--- src/rtl/sbuf_pkg.sv ---
// rtl/sbuf_pkg.sv - shared types for the uncached store buffer
package sbuf_pkg;

  localparam int SBUF_ADDR_W = 32;
  localparam int SBUF_DATA_W = 32;

  localparam logic [1:0] SIZE_B = 2'd0;
  localparam logic [1:0] SIZE_H = 2'd1;
  localparam logic [1:0] SIZE_W = 2'd2;

  typedef struct packed {
    logic [SBUF_ADDR_W-1:0]   addr;
    logic [1:0]               size;
    logic [SBUF_DATA_W/8-1:0] wstrb;
    logic [SBUF_DATA_W-1:0]   wdata;
  } sbuf_entry_t;

  typedef enum logic [1:0] {
    IDLE   = 2'd0,
    W_WAIT = 2'd1,
    R_WAIT = 2'd2
  } sbuf_state_t;

endpackage

--- src/rtl/sbuf_fifo.sv ---
// rtl/sbuf_fifo.sv - circular FIFO of posted store entries
module sbuf_fifo
  import sbuf_pkg::*;
#(
  parameter int DEPTH = 4
) (
  input  logic                     clk,
  input  logic                     reset,
  input  logic                     push_i,
  input  logic                     pop_i,
  input  sbuf_entry_t              push_entry_i,
  output sbuf_entry_t              head_o,
  output logic [$clog2(DEPTH):0]   count_o,
  output logic                     full_o,
  output logic                     empty_o
);

  localparam int PTR_W = $clog2(DEPTH);
  localparam int CNT_W = PTR_W + 1;

  sbuf_entry_t      mem_q [DEPTH];
  logic [PTR_W-1:0] wr_ptr_q, wr_ptr_d;
  logic [PTR_W-1:0] rd_ptr_q, rd_ptr_d;
  logic [CNT_W-1:0] count_q, count_d;

  // DEPTH is a power of two, so pointer overflow is the modulo wrap.
  always_comb begin
    wr_ptr_d = wr_ptr_q;
    rd_ptr_d = rd_ptr_q;
    count_d  = count_q;
    if (push_i) wr_ptr_d = wr_ptr_q + PTR_W'(1);
    if (pop_i)  rd_ptr_d = rd_ptr_q + PTR_W'(1);
    case ({push_i, pop_i})
      2'b10:   count_d = count_q + CNT_W'(1);
      2'b01:   count_d = count_q - CNT_W'(1);
      default: count_d = count_q;
    endcase
  end

  always_ff @(posedge clk or posedge reset) begin
    if (reset) begin
      wr_ptr_q <= '0;
      rd_ptr_q <= '0;
      count_q  <= '0;
    end else begin
      wr_ptr_q <= wr_ptr_d;
      rd_ptr_q <= rd_ptr_d;
      count_q  <= count_d;
    end
  end

  always_ff @(posedge clk) begin
    if (push_i) mem_q[wr_ptr_q] <= push_entry_i;
  end

  assign head_o  = mem_q[rd_ptr_q];
  assign count_o = count_q;
  assign full_o  = (count_q == CNT_W'(DEPTH));
  assign empty_o = (count_q == '0);

endmodule

--- src/rtl/uncached_store_buffer.sv ---
// rtl/uncached_store_buffer.sv - posted-write buffer for uncached accesses
// Stores are acked at once and drained in order; loads pass only when empty.
module uncached_store_buffer
  import sbuf_pkg::*;
#(
  parameter int DEPTH  = 4,
  parameter int ADDR_W = SBUF_ADDR_W,
  parameter int DATA_W = SBUF_DATA_W
) (
  input  logic                clk,
  input  logic                reset,
  input  logic                s_req,
  input  logic                s_wr,
  input  logic [1:0]          s_size,
  input  logic [ADDR_W-1:0]   s_addr,
  input  logic [DATA_W/8-1:0] s_wstrb,
  input  logic [DATA_W-1:0]   s_wdata,
  output logic                s_addr_ok,
  output logic                s_data_ok,
  output logic [DATA_W-1:0]   s_rdata,
  output logic                m_req,
  output logic                m_wr,
  output logic [1:0]          m_size,
  output logic [ADDR_W-1:0]   m_addr,
  output logic [DATA_W/8-1:0] m_wstrb,
  output logic [DATA_W-1:0]   m_wdata,
  input  logic                m_addr_ok,
  input  logic                m_data_ok,
  input  logic [DATA_W-1:0]   m_rdata,
  output logic                sb_empty
);

  localparam int CNT_W = $clog2(DEPTH) + 1;

  sbuf_state_t      state_q, state_d;
  logic             store_ack_q, store_ack_d;
  sbuf_entry_t      push_entry, head;
  logic [CNT_W-1:0] count;
  logic             full, empty, pop;
  logic             store_acc, load_ok;

  assign push_entry = '{addr: s_addr, size: s_size, wstrb: s_wstrb, wdata: s_wdata};

  sbuf_fifo #(.DEPTH(DEPTH)) u_fifo (
    .clk          (clk),
    .reset        (reset),
    .push_i       (store_acc),
    .pop_i        (pop),
    .push_entry_i (push_entry),
    .head_o       (head),
    .count_o      (count),
    .full_o       (full),
    .empty_o      (empty)
  );

  // Store acceptance looks only at the registered count, so a full buffer
  // refuses even when the head retires in the same cycle.
  assign store_acc   = s_req & s_wr & ~full & (state_q != R_WAIT);
  // A pending store ack blocks loads so the two responses never collide.
  assign load_ok     = s_req & ~s_wr & empty & (state_q == IDLE) & ~store_ack_q;
  assign store_ack_d = store_acc;

  assign s_addr_ok = store_acc | (load_ok & m_addr_ok);
  assign s_data_ok = store_ack_q | ((state_q == R_WAIT) & m_data_ok);
  assign s_rdata   = ((state_q == R_WAIT) & m_data_ok) ? m_rdata : '0;
  assign sb_empty  = empty & (state_q == IDLE) & ~store_ack_q;

  always_comb begin
    state_d = state_q;
    pop     = 1'b0;
    m_req   = 1'b0;
    m_wr    = 1'b0;
    m_size  = '0;
    m_addr  = '0;
    m_wstrb = '0;
    m_wdata = '0;
    case (state_q)
      IDLE: begin
        if (!empty) begin
          m_req   = 1'b1;
          m_wr    = 1'b1;
          m_size  = head.size;
          m_addr  = head.addr;
          m_wstrb = head.wstrb;
          m_wdata = head.wdata;
          if (m_addr_ok) state_d = W_WAIT;
        end else if (load_ok) begin
          m_req  = 1'b1;
          m_size = s_size;
          m_addr = s_addr;
          if (m_addr_ok) state_d = R_WAIT;
        end
      end
      W_WAIT: begin
        if (m_data_ok) begin
          pop     = 1'b1;
          state_d = IDLE;
        end
      end
      R_WAIT: begin
        if (m_data_ok) state_d = IDLE;
      end
      default: state_d = IDLE;
    endcase
  end

  always_ff @(posedge clk or posedge reset) begin
    if (reset) begin
      state_q     <= IDLE;
      store_ack_q <= 1'b0;
    end else begin
      state_q     <= state_d;
      store_ack_q <= store_ack_d;
    end
  end

  a_no_stray_data_ok: assert property (@(posedge clk) disable iff (reset)
    !(m_data_ok && (state_q == IDLE)));
  a_full_matches_count: assert property (@(posedge clk) disable iff (reset)
    full == (count == CNT_W'(DEPTH)));

endmodule

--- config.mk ---
export PLATFORM = sky130hd
export DESIGN_NAME = uncached_store_buffer
export DESIGN_NICKNAME = d
export VERILOG_FILES = /design/src/rtl/sbuf_pkg.sv /design/src/rtl/sbuf_fifo.sv /design/src/rtl/uncached_store_buffer.sv
export SDC_FILE = /design/constraint.sdc
export NUM_CORES = 1
export LEC_CHECK = 0
export BUFFER_PORTS_ARGS = -buffer_cell sky130_fd_sc_hd__buf_4
export CAP_MARGIN = 20
export CORE_ASPECT_RATIO = 0.5
export CORE_MARGIN = 2
export CORE_UTILIZATION = 60
export DETAILED_ROUTE_END_ITERATION = 12
export HOLD_SLACK_MARGIN = 0.02
export PLACE_DENSITY = 0.89
export SYNTH_ARGS = -nofsm -noshare
export SYNTH_HDL_FRONTEND = slang
export SYNTH_SLANG_ARGS = --single-unit
--- constraint.sdc ---
create_clock -name clk -period 7.8 [get_ports clk]
set_input_delay 0.39 -clock clk [delete_from_list [all_inputs] [get_ports clk]]
set_output_delay 0.39 -clock clk [all_outputs]
set_load 0.05 [all_outputs]
==> results.json, run 1 <==
{
  "status": "complete, no violations",
  "synthAdderAreaFrac_pct": 1.04,
  "grt_overflow_total": 0,
  "clkSinkCount": 290,
  "whs_path_depth": 1,
  "criticalPathCategory": "reg -> out",
  "placed_cell_area_um2": 13400,
  "start_util_pct": 62.1,
  "crit_chain": "buf_4 -> mux4_2 -> a22o_2 -> buf_4",
  "fin_area_um2": 14200,
  "place_hpwl_um": 13600,
  "cp-start-kind": "flop",
  "clockBufferDepth": 3,
  "fillers": 1010,
  "coreArea_um2": 18600,
  "synth_xor_area_share_pct": 0.455,
  "yosys_warnings": 0,
  "core.rowCount": 35,
  "power.share.switching_pct": 38.6,
  "track_usage_pct": 22.9,
  "path_clk_slew_ps": 70,
  "netlist.top_cell.by_area": "edfxtp_1",
  "seq_area_um2": 8670,
  "drive_gt1_share_pct": 46.2,
  "wl_per_cell_um": 22.8,
  "syn_area_um2": 11600,
  "worst_path_largest_cell_delay_ps": 820,
  "syn_nets": 662,
  "min_to": "u_fifo.mem_q[3][1]",
  "drtAntennaViolNets": 0,
  "grt_pass1_wl_um": 35800,
  "holdBufCountCts": 1,
  "max_cap_viol_count": 0,
  "timing.rr.end": "u_fifo.mem_q[1][60]",
  "top_layer": "met4",
  "p_leak_nw": 5.25,
  "yosys_most_used_dff": "edfxtp_1",
  "period_share_pct": 46.0,
  "die-height_um": 102,
  "synth.top_cell.area_share_pct": 72.8,
  "firstDrtPassIters": 4,
  "drc": 0,
  "io-pin-count": 215,
  "reg2reg_depth": 4,
  "post_synth.cell_area_avg_um2": 21.2,
  "dieArea_um2": 20400,
  "htreeDepth": 1,
  "synth_mux_area_share_pct": 13.8,
  "synth_edf_count": 280,
  "synth-simple-area-share_pct": 4.72,
  "fin_skew_ps": 29.8,
  "required_ps": 7410,
  "cp_common_cell": "buf_4",
  "antenna_cells": 0,
  "wl_met3_um": 1190,
  "place.gp.congestion": 0.690,
  "cp_top_family": "buffers and inverters",
  "ys_seq_area_share_pct": 75.0,
  "cp.arrival_ps": 3200,
  "path_buf_inv": 2,
  "areaGrowthSynthToFinish_pct": 22.8,
  "vias": 6066,
  "die_w_um": 200,
  "via_per_inst": 5.87,
  "synth_compound_area_share_pct": 3.37,
  "antenna_found_initial": 0,
  "route.met2.wl_um": 12400,
  "worst_pin_slew_ps": 1110,
  "finalSetupTns_ps": 0,
  "cp_slowest_cell": "buf_4",
  "grt_start_max_net_pins": 72,
  "netSwitchingPower_mw": 2.18,
  "reg2reg_setup_slack_ps": 4620,
  "synth_cell_types": 32,
  "p_int_mw": 3.48,
  "multi_input_area_um2": 2720,
  "synth_top_family_by_area": "multiplexers",
  "end_kind": "output port",
  "ys_top_cells_by_area": "edfxtp_1 73%, mux4_2 14%, and2_1 2.2%, a22o_2 2.2%, dfrtp_1 2.2%",
  "p_seq_share_pct": 36.7,
  "hold_class": "in -> reg",
  "crit_fanout": 47,
  "first_global_vias": 6163,
  "relSlewSlack_pct": 25.9,
  "rsz0062_at_grt": "no",
  "post-cts-setup-buffers": 0,
  "comb_power_share_pct": 42.2,
  "ys_seq_elements": 290,
  "synth_cells": 545,
  "cts_root_buffer": "clkbuf_16",
  "fin_crit_ps": 3590,
  "fin_nets": 875,
  "cts_tree": "built",
  "r2r-start": "state_q[0]",
  "vdd_drop_max_mv": 0.244,
  "postCtsResizedCells": 0,
  "insertion_delay_ps": 540,
  "async_flop_share_pct": 3.45,
  "drv_slew": 0,
  "p_per_area_nw_per_um2": 399,
  "clock.fmax_mhz": 279,
  "min_from": "s_wdata[1]",
  "hold_viol": 0,
  "synthTopCellsByCount": "280 x edfxtp_1, 70 x mux4_2, 41 x and2_1, 32 x and3_1, 25 x a22o_2",
  "drt_iter0_markers": 452,
  "synth_most_common_cell": "edfxtp_1",
  "wl_met1_um": 9660,
  "io_buffers": 214,
  "power.clock.fraction_pct": 21.2,
  "setup_viol": 0,
  "routed_wl_um": 23600,
  "cts_made_buffers": 24
}
[power groups by stage]
stage	sequential, mW	combinational, mW	clock (mW)
2_1_floorplan	1.98	1.86	0
3_3_place_gp	2.10	2.37	0
3_5_place_dp	2.12	2.40	0
4_1_cts	2.08	2.41	1.21
5_1_grt	2.10	2.51	1.28
6_report	2.08	2.39	1.20
[stage by stage]
stage / util, % / power (mW) / setup slack, ps / cells / hold WS [ps]
after floorplan: - / 3.83 / 4570 / 545 / 230
after global placement: 71.9 / 4.47 / 4670 / 989 / 407
after detailed placement: 71.9 / 4.51 / 4640 / 989 / 416
after CTS: 76.1 / 5.71 / 4100 / 1033 / 39.1
after global routing: 76.2 / 5.88 / 3950 / 1034 / 38.8
final: 76.2 / 5.66 / 4210 / 1034 / 53.7
[cell families (layout without fill, tap and decap cells)]
| group | count (synthesis) | after routing |
|---|---|---|
| DFF | 290 | 290 |
| buffers and inverters | 42 | 272 |
| adders and majority gates | 9 | 9 |
| muxes | 72 | 72 |
| xor gates and xnor gates | 6 | 6 |
| and+or+nand+nor | 85 | 85 |
| AOI/OAI and AO/OA | 41 | 41 |
[layout make-up]
type	count	share of cell area (%)
Multi-Input combinational cell	213	19.2
Tap cell	259	2.28
Sequential cell	290	61.1
Timing Repair Buffer	219	11.7
Clock inverter	14	1.09
Inverter	10	0.265
Clock buffer	29	4.37
[cell usage in the layout, fill, tap and decap left out, types with 5 or more instances in the layout]
cell	synthesis	layout
a22o_1	9	9
a22o_2	25	25
and2_1	41	37
and3_1	32	32
buf_4	0	217
clkbuf_1	20	5
clkbuf_16	0	24
clkinv_1	0	5
dfrtp_1	10	8
edfxtp_1	280	280
ha_1	8	8
inv_1	10	10
mux4_2	70	70
[how the worst max path moves through the flow]
| stage | from | endpoint | slack (ps) | cells past startpoint |
|---|---|---|---|---|
| final | u_fifo.rd_ptr_q[0] | m_addr[31] | 4210 | 4 |
| after global placement | u_fifo.rd_ptr_q[0] | m_size[1] | 4670 | 4 |
| after global routing | u_fifo.rd_ptr_q[0] | m_size[1] | 3950 | 4 |
| after CTS | u_fifo.rd_ptr_q[0] | m_size[1] | 4100 | 4 |
| after floorplan | state_q[0] | u_fifo.mem_q[0][0] | 4570 | 4 |
| after detailed placement | u_fifo.rd_ptr_q[0] | m_size[1] | 4640 | 4 |
[flip-flops by register name, indices dropped and copies added (netlist names)]
signal / flops
state_q: 2
u_fifo.wr_ptr_q: 2
u_fifo.rd_ptr_q: 2
u_fifo.count_o: 3
store_ack_q: 1
u_fifo.mem_q: 280
[layer usage]
layer | global-route usage [%] | up-vias
met5 | 0 | -
met4 | 5.05 | 0
met3 | 3.70 | 29
met2 | 39.6 | 215
met1 | 31.9 | 3152
li1 | - | 2670
(Power assumes the default switching activity.)
==> run 2, diff against run 1 <==
ABC_AREA = 1   (was not set)
CORE_UTILIZATION = 50   (was 60)
PLACE_DENSITY = 0.8   (was 0.89)
clock period = 3 ns   (was 7.8 ns; I/O delays follow)
==> run 2 against run 1 <==
Sequential power up 150%. Largest power group unchanged. Routed wire length up 21%. Core utilization down 11 points. Register-to-register slack worse by 4000 ps. Cell area up 9.3%. Synthesized cell count up 92%. Global-route usage down 0.31 points.
==> results.json, run 2 <==
{
  "final_common_cell": "edfxtp_1",
  "die_w_um": 223,
  "clockBufferDepth": 3,
  "required_ps": 2850,
  "antenna_found_initial": 1,
  "comb_power_share_pct": 48.2,
  "htreeDepth": 1,
  "final_core_util_pct": 65.2,
  "cp.arrival_ps": 2550,
  "yosys_warnings": 0,
  "synth_edf_count": 280,
  "endpoint": "m_wdata[25]",
  "synth_cell_types": 24,
  "yosys_most_used_dff": "edfxtp_1",
  "setup_ws_ps": 301,
  "p_per_area_nw_per_um2": 1030,
  "io_buffers": 214,
  "firstDrtPassIters": 5,
  "place_hpwl_um": 16500,
  "fin_nets": 1441,
  "mostFrequentLayoutCells": "280 x edfxtp_1, 228 x buf_4, 215 x nand2_1",
  "cp-start-kind": "flop",
  "routed_wl_um": 28600,
  "worstSetupStartpoint": "u_fifo.rd_ptr_q[0]",
  "largest_reg_flops": 280,
  "cts_root_buffer": "clkbuf_16",
  "placed_cell_area_um2": 14000,
  "relSlewSlack_pct": 33.0,
  "drc": 0,
  "end_kind": "output port",
  "p_int_mw": 8.79,
  "netSwitchingPower_mw": 7.11,
  "drtAntennaViolNets": 0,
  "syn_area_um2": 12000,
  "fin_skew_ps": 11.9,
  "drt_iter0_markers": 660,
  "insertion_delay_ps": 520,
  "grt_overflow_total": 0,
  "gr-usage-met1_pct": 28.1,
  "reg2reg_depth": 10,
  "hold_ws_ps": 39.2,
  "worst_pin_slew_ps": 1000,
  "drv_slew": 0,
  "regMostFlops": "u_fifo.mem_q",
  "cts_tree": "built",
  "hold_class": "in -> reg",
  "grt_pass1_wl_um": 45400,
  "grt_start_max_net_pins": 72,
  "vdd_drop_max_mv": 0.563,
  "synth_most_common_cell": "edfxtp_1",
  "drive_gt1_share_pct": 21.4,
  "track_usage_pct": 22.6,
  "period_share_pct": 90.0,
  "post_synth.cell_area_avg_um2": 11.4,
  "fillers": 1720,
  "max_cap_viol_count": 0,
  "hold_viol": 0,
  "ys_seq_area_share_pct": 72.2,
  "status": "complete, no violations",
  "areaGrowthSynthToFinish_pct": 29.2,
  "io-pin-count": 215,
  "dieArea_um2": 25300,
  "finalSetupTns_ps": 0,
  "die-height_um": 114,
  "clock.fmax_mhz": 370,
  "postCtsResizedCells": 0,
  "multi_input_area_um2": 2880,
  "start_util_pct": 50.5,
  "criticalPathCategory": "reg -> out",
  "netlist.top_cell.by_area": "edfxtp_1",
  "reg2reg_setup_slack_ps": 600,
  "async_flop_share_pct": 3.45,
  "vias": 8679,
  "via_per_inst": 5.23,
  "p_seq_share_pct": 32.4,
  "cts_made_buffers": 26,
  "path_clk_slew_ps": 70,
  "coreArea_um2": 23800,
  "synthTopCellsByCount": "280 x edfxtp_1, 215 x nand2_1, 185 x nor2_1, 107 x nand3_1, 76 x o21ai_0",
  "fin_area_um2": 15500,
  "pre_cts_slack_ps": 604,
  "ys_top_cells_by_area": "edfxtp_1 70%, nand2_1 6.7%, nor2_1 5.8%, nand3_1 4.5%, o21ai_0 3.2%",
  "grt_busiest_layer": "met2",
  "wl_per_cell_um": 17.3,
  "rsz0062_at_grt": "no",
  "synth.top_cell.area_share_pct": 70.1,
  "post-cts-setup-buffers": 0,
  "holdBufCountCts": 71,
  "first_global_vias": 9158,
  "r2r-start": "state_q[0]",
  "fin_crit_ps": 2700,
  "crit_fanout": 44,
  "power.clock.fraction_pct": 19.5,
  "gr-usage-met3_pct": 3.09,
  "grtUsageMet2_pct": 41.1,
  "timing.rr.end": "u_fifo.count_o[2]",
  "syn_nets": 1165,
  "place.gp.congestion": 0.787,
  "ys_seq_elements": 290,
  "clkSinkCount": 290,
  "core.rowCount": 40,
  "p_leak_nw": 6.17,
  "power.share.switching_pct": 44.7,
  "setup_viol": 0,
  "seq_area_um2": 8660,
  "synth_cells": 1048
}
-- run 2: cell count changes after synthesis, moves of 9 or more --
cell     before  now
a22o_1        9    0
and3_1       32    0
a22o_2       25    0
o21ai_0       1   76
a21oi_1       1   37
mux4_2       70    0
and2_1       41    0
buf_2         6   30
nand3_1       1  107
nor2_1        3  185
inv_1        10   53
nand2_1       2  215
-- run 2: cell type report --
class | instances | share of cell area (%)
flip-flops and latches | 290 | 55.9
multi-input cells | 643 | 18.6
repair buffers | 306 | 16.5
clock buffers | 31 | 4.46
well taps | 315 | 2.54
inverters | 57 | 1.40
clock inverters | 15 | 0.589
diodes | 1 | 0.0161
-- run 2: worst max-delay path, stage by stage, from the launching register on --
cell     delay, ps
dfrtp_4        720
buf_4          510
nor2_1         110
nor2_1         140
o21ai_0        120
a21oi_1        200
buf_4          230
-- run 2: metrics by stage --
| step | total power, mW | cells |
|---|---|---|
| final | 15.9 | 1658 |
| after global routing | 16.7 | 1658 |
| after CTS | 16.0 | 1657 |
| after detailed placement | 12.8 | 1540 |
| after global placement | 12.6 | 1540 |
| after floorplan | 10.5 | 1048 |
-- run 2: how the worst min path moves through the flow --
stage | start | end | slack (ps) | cells after the start
2_1_floorplan | reset | state_q[0] | -10 | 1
3_3_place_gp | reset | state_q[0] | 160 | 2
3_5_place_dp | reset | state_q[1] | 180 | 2
4_1_cts | m_data_ok | state_q[1] | 20 | 5
5_1_grt | m_data_ok | state_q[1] | 40 | 5
6_report | m_data_ok | state_q[1] | 40 | 5
-- run 2: power groups by stage --
| stage | Sequential [mW] | Clock [mW] | Combinational (mW) |
|---|---|---|---|
| CTS | 5.14 | 3.14 | 7.68 |
| global placement | 5.20 | 0 | 7.43 |
| detailed placement | 5.23 | 0 | 7.57 |
| global route | 5.19 | 3.30 | 8.22 |
| floorplan | 5.13 | 0 | 5.35 |
| finish | 5.15 | 3.09 | 7.65 |
-- run 2: routing by layer --
metal / routed length [um] / share of wire [%]
met5: 0 / 0
met4: 787 / 2.7
met3: 1350 / 4.7
met2: 14700 / 51
met1: 11800 / 41
-- run 2: cell families after synthesis --
logic type      Yosys count  share of synthesized area [%]
simple gates            516                           17.6
flops                   290                           72.2
buf+inv                 115                           4.10
compound gates          114                           4.78
fa+ha+maj                 9                           1.00
xor+xnor                  4                          0.292
==> run 3, diff against run 2 <==
CAP_MARGIN = not set   (was 20)
REMOVE_ABC_BUFFERS = 1   (was not set)
SKIP_LAST_GASP = 1   (was not set)
==> run 3 against run 2 <==
Flip-flop and latch count unchanged. Maximum frequency shrank 2.9%. Clock-buffer cell count up 9. Worst setup slack got worse by 80 ps. Critical endpoint is now m_addr[19]. Highest routed layer unchanged.
==> results.json, run 3 (same netlist as run 2, synthesis figures left out) <==
{
  "status": "complete, no violations",
  "cp_top_family": "buffers and inverters",
  "worstSetupStartpoint": "state_q[0]",
  "cp_slowest_cell": "nor4_4",
  "cts_tree": "built",
  "fin_crit_ps": 2780,
  "worst_path_largest_cell_delay_ps": 530,
  "end_kind": "output port",
  "drc": 0,
  "io_buffers": 214,
  "grt_overflow_total": 0,
  "grt_pass1_wl_um": 46100,
  "path_buf_inv": 4,
  "cp-start-kind": "flop",
  "hold_class": "in -> reg",
  "crit_fanout": 15,
  "period_share_pct": 92.6,
  "wl_per_cell_um": 18.2,
  "place.gp.congestion": 0.789,
  "relSlewSlack_pct": 31.6,
  "required_ps": 2850,
  "clockBufferDepth": 3,
  "vias": 8963,
  "cts_root_buffer": "clkbuf_16",
  "rsz0062_at_grt": "no",
  "clock.fmax_mhz": 360,
  "criticalPathCategory": "reg -> out",
  "setup_ws_ps": 221,
  "firstDrtPassIters": 5,
  "place_hpwl_um": 16900,
  "final_common_cell": "edfxtp_1",
  "largest_reg_flops": 280,
  "io-pin-count": 215,
  "p_per_area_nw_per_um2": 1040,
  "via_per_inst": 5.41,
  "min_from": "m_addr_ok",
  "crit_chain": "inv_1 -> ha_1 -> inv_1 -> nor4_4 -> buf_4 -> nand2_1 -> nand2_1 -> buf_4",
  "fillers": 1588,
  "total_power_mw": 16.3,
  "postCtsResizedCells": 0,
  "die-height_um": 114,
  "fin_skew_ps": 9.14,
  "hold_viol": 0,
  "worst_pin_slew_ps": 1020,
  "drv_slew": 0,
  "drt_iter0_markers": 774,
  "max_cap_viol_count": 0,
  "insertion_delay_ps": 520,
  "path_clk_slew_ps": 70,
  "dieArea_um2": 25300,
  "areaGrowthSynthToFinish_pct": 30.3,
  "coreArea_um2": 23800,
  "pre_cts_slack_ps": 593,
  "p_leak_nw": 6.21,
  "start_util_pct": 50.5,
  "first_global_vias": 8982,
  "drive_gt1_share_pct": 21.2,
  "mostFrequentLayoutCells": "280 x edfxtp_1, 220 x buf_4, 215 x nand2_1",
  "r2r-start": "state_q[0]",
  "drtAntennaViolNets": 0,
  "track_usage_pct": 23.2,
  "cp.arrival_ps": 2630,
  "core.rowCount": 40,
  "vdd_drop_max_mv": 0.527,
  "antenna_found_initial": 1,
  "fin_nets": 1441,
  "htreeDepth": 1,
  "cts_made_buffers": 26,
  "die_w_um": 223,
  "grt_start_max_net_pins": 142,
  "routed_wl_um": 30100,
  "regMostFlops": "u_fifo.mem_q",
  "setup_viol": 0,
  "clkSinkCount": 290
}
-- run 3: changes by cell type in the layout (fill, tap and decap cells not counted), sizes merged --
cell,delta
bufinv,+1
dlygate4sd3,+1
buf,-1
clkbuf,+9
clkinvlp,-1
clkinv,-9
-- run 3: metrics by stage --
stage	instance area [um2]	hold WS, ps	setup TNS, ps	cells	util (%)
finish	15600	129	0	1658	65.7
floorplan	11700	-9.82	-514000	990	-
CTS	15600	91.4	0	1657	65.7
global route	15600	187	0	1658	65.7
global placement	14100	159	0	1539	59.2
detailed placement	14100	172	0	1539	59.2
-- run 3: per-layer routing --
layer / part of all wire (%) / global-route usage (%) / vias to the layer above
li1: - / - / 4135
met1: 38 / 28.0 / 4364
met2: 53 / 42.0 / 371
met3: 5.1 / 3.14 / 93
met4: 4.0 / 10.9 / 0
met5: 0 / 0 / -
-- run 3: where the power goes --
part	internal (mW)	switching, mW	leakage, nW	total [mW]
sequential	4.94	0.150	2.66	5.09
clock	1.87	1.38	0.397	3.25
combinational	2.18	5.75	3.15	7.92
total	8.98	7.27	6.21	16.3
-- run 3: path summary, 6_finish.rpt --
| kind | slack (ps) | to | cells past startpoint |
|---|---|---|---|
| worst max-delay path | 220 | m_addr[19] | 8 |
| worst min-delay path | 130 | state_q[0] | 7 |
| worst max register to register | 550 | u_fifo.count_o[2] | 10 |
| worst min register to register | 530 | u_fifo.count_o[0] | 1 |
| max in group asynchronous | 2460 | u_fifo.rd_ptr_q[0] | 3 |
| min in group asynchronous | 190 | state_q[1] | 3 |
-- run 3: timing repair --
action	CTS	global route
hold buffers	72	0
endpoints found under the hold margin	291	0
setup buffers	0	0
-- run 3: worst min-delay path: stages --
cell and delay, ps:
buf_4 80, inv_1 60, nand3_1 80, nand2_1 50
inv_1 70, nand3_1 70, nand2_1 60
-- run 3: final cells by class --
cell class,count,area [um2],share of cell area (%)
multi-input cells,643,2880,18.4
repair buffers,306,2650,17.0
well taps,315,394,2.52
clock inverters,6,76.3,0.488
flip-flops and latches,290,8660,55.4
inverters,57,216,1.39
diodes,1,2.50,0.0160
clock buffers,40,744,4.76
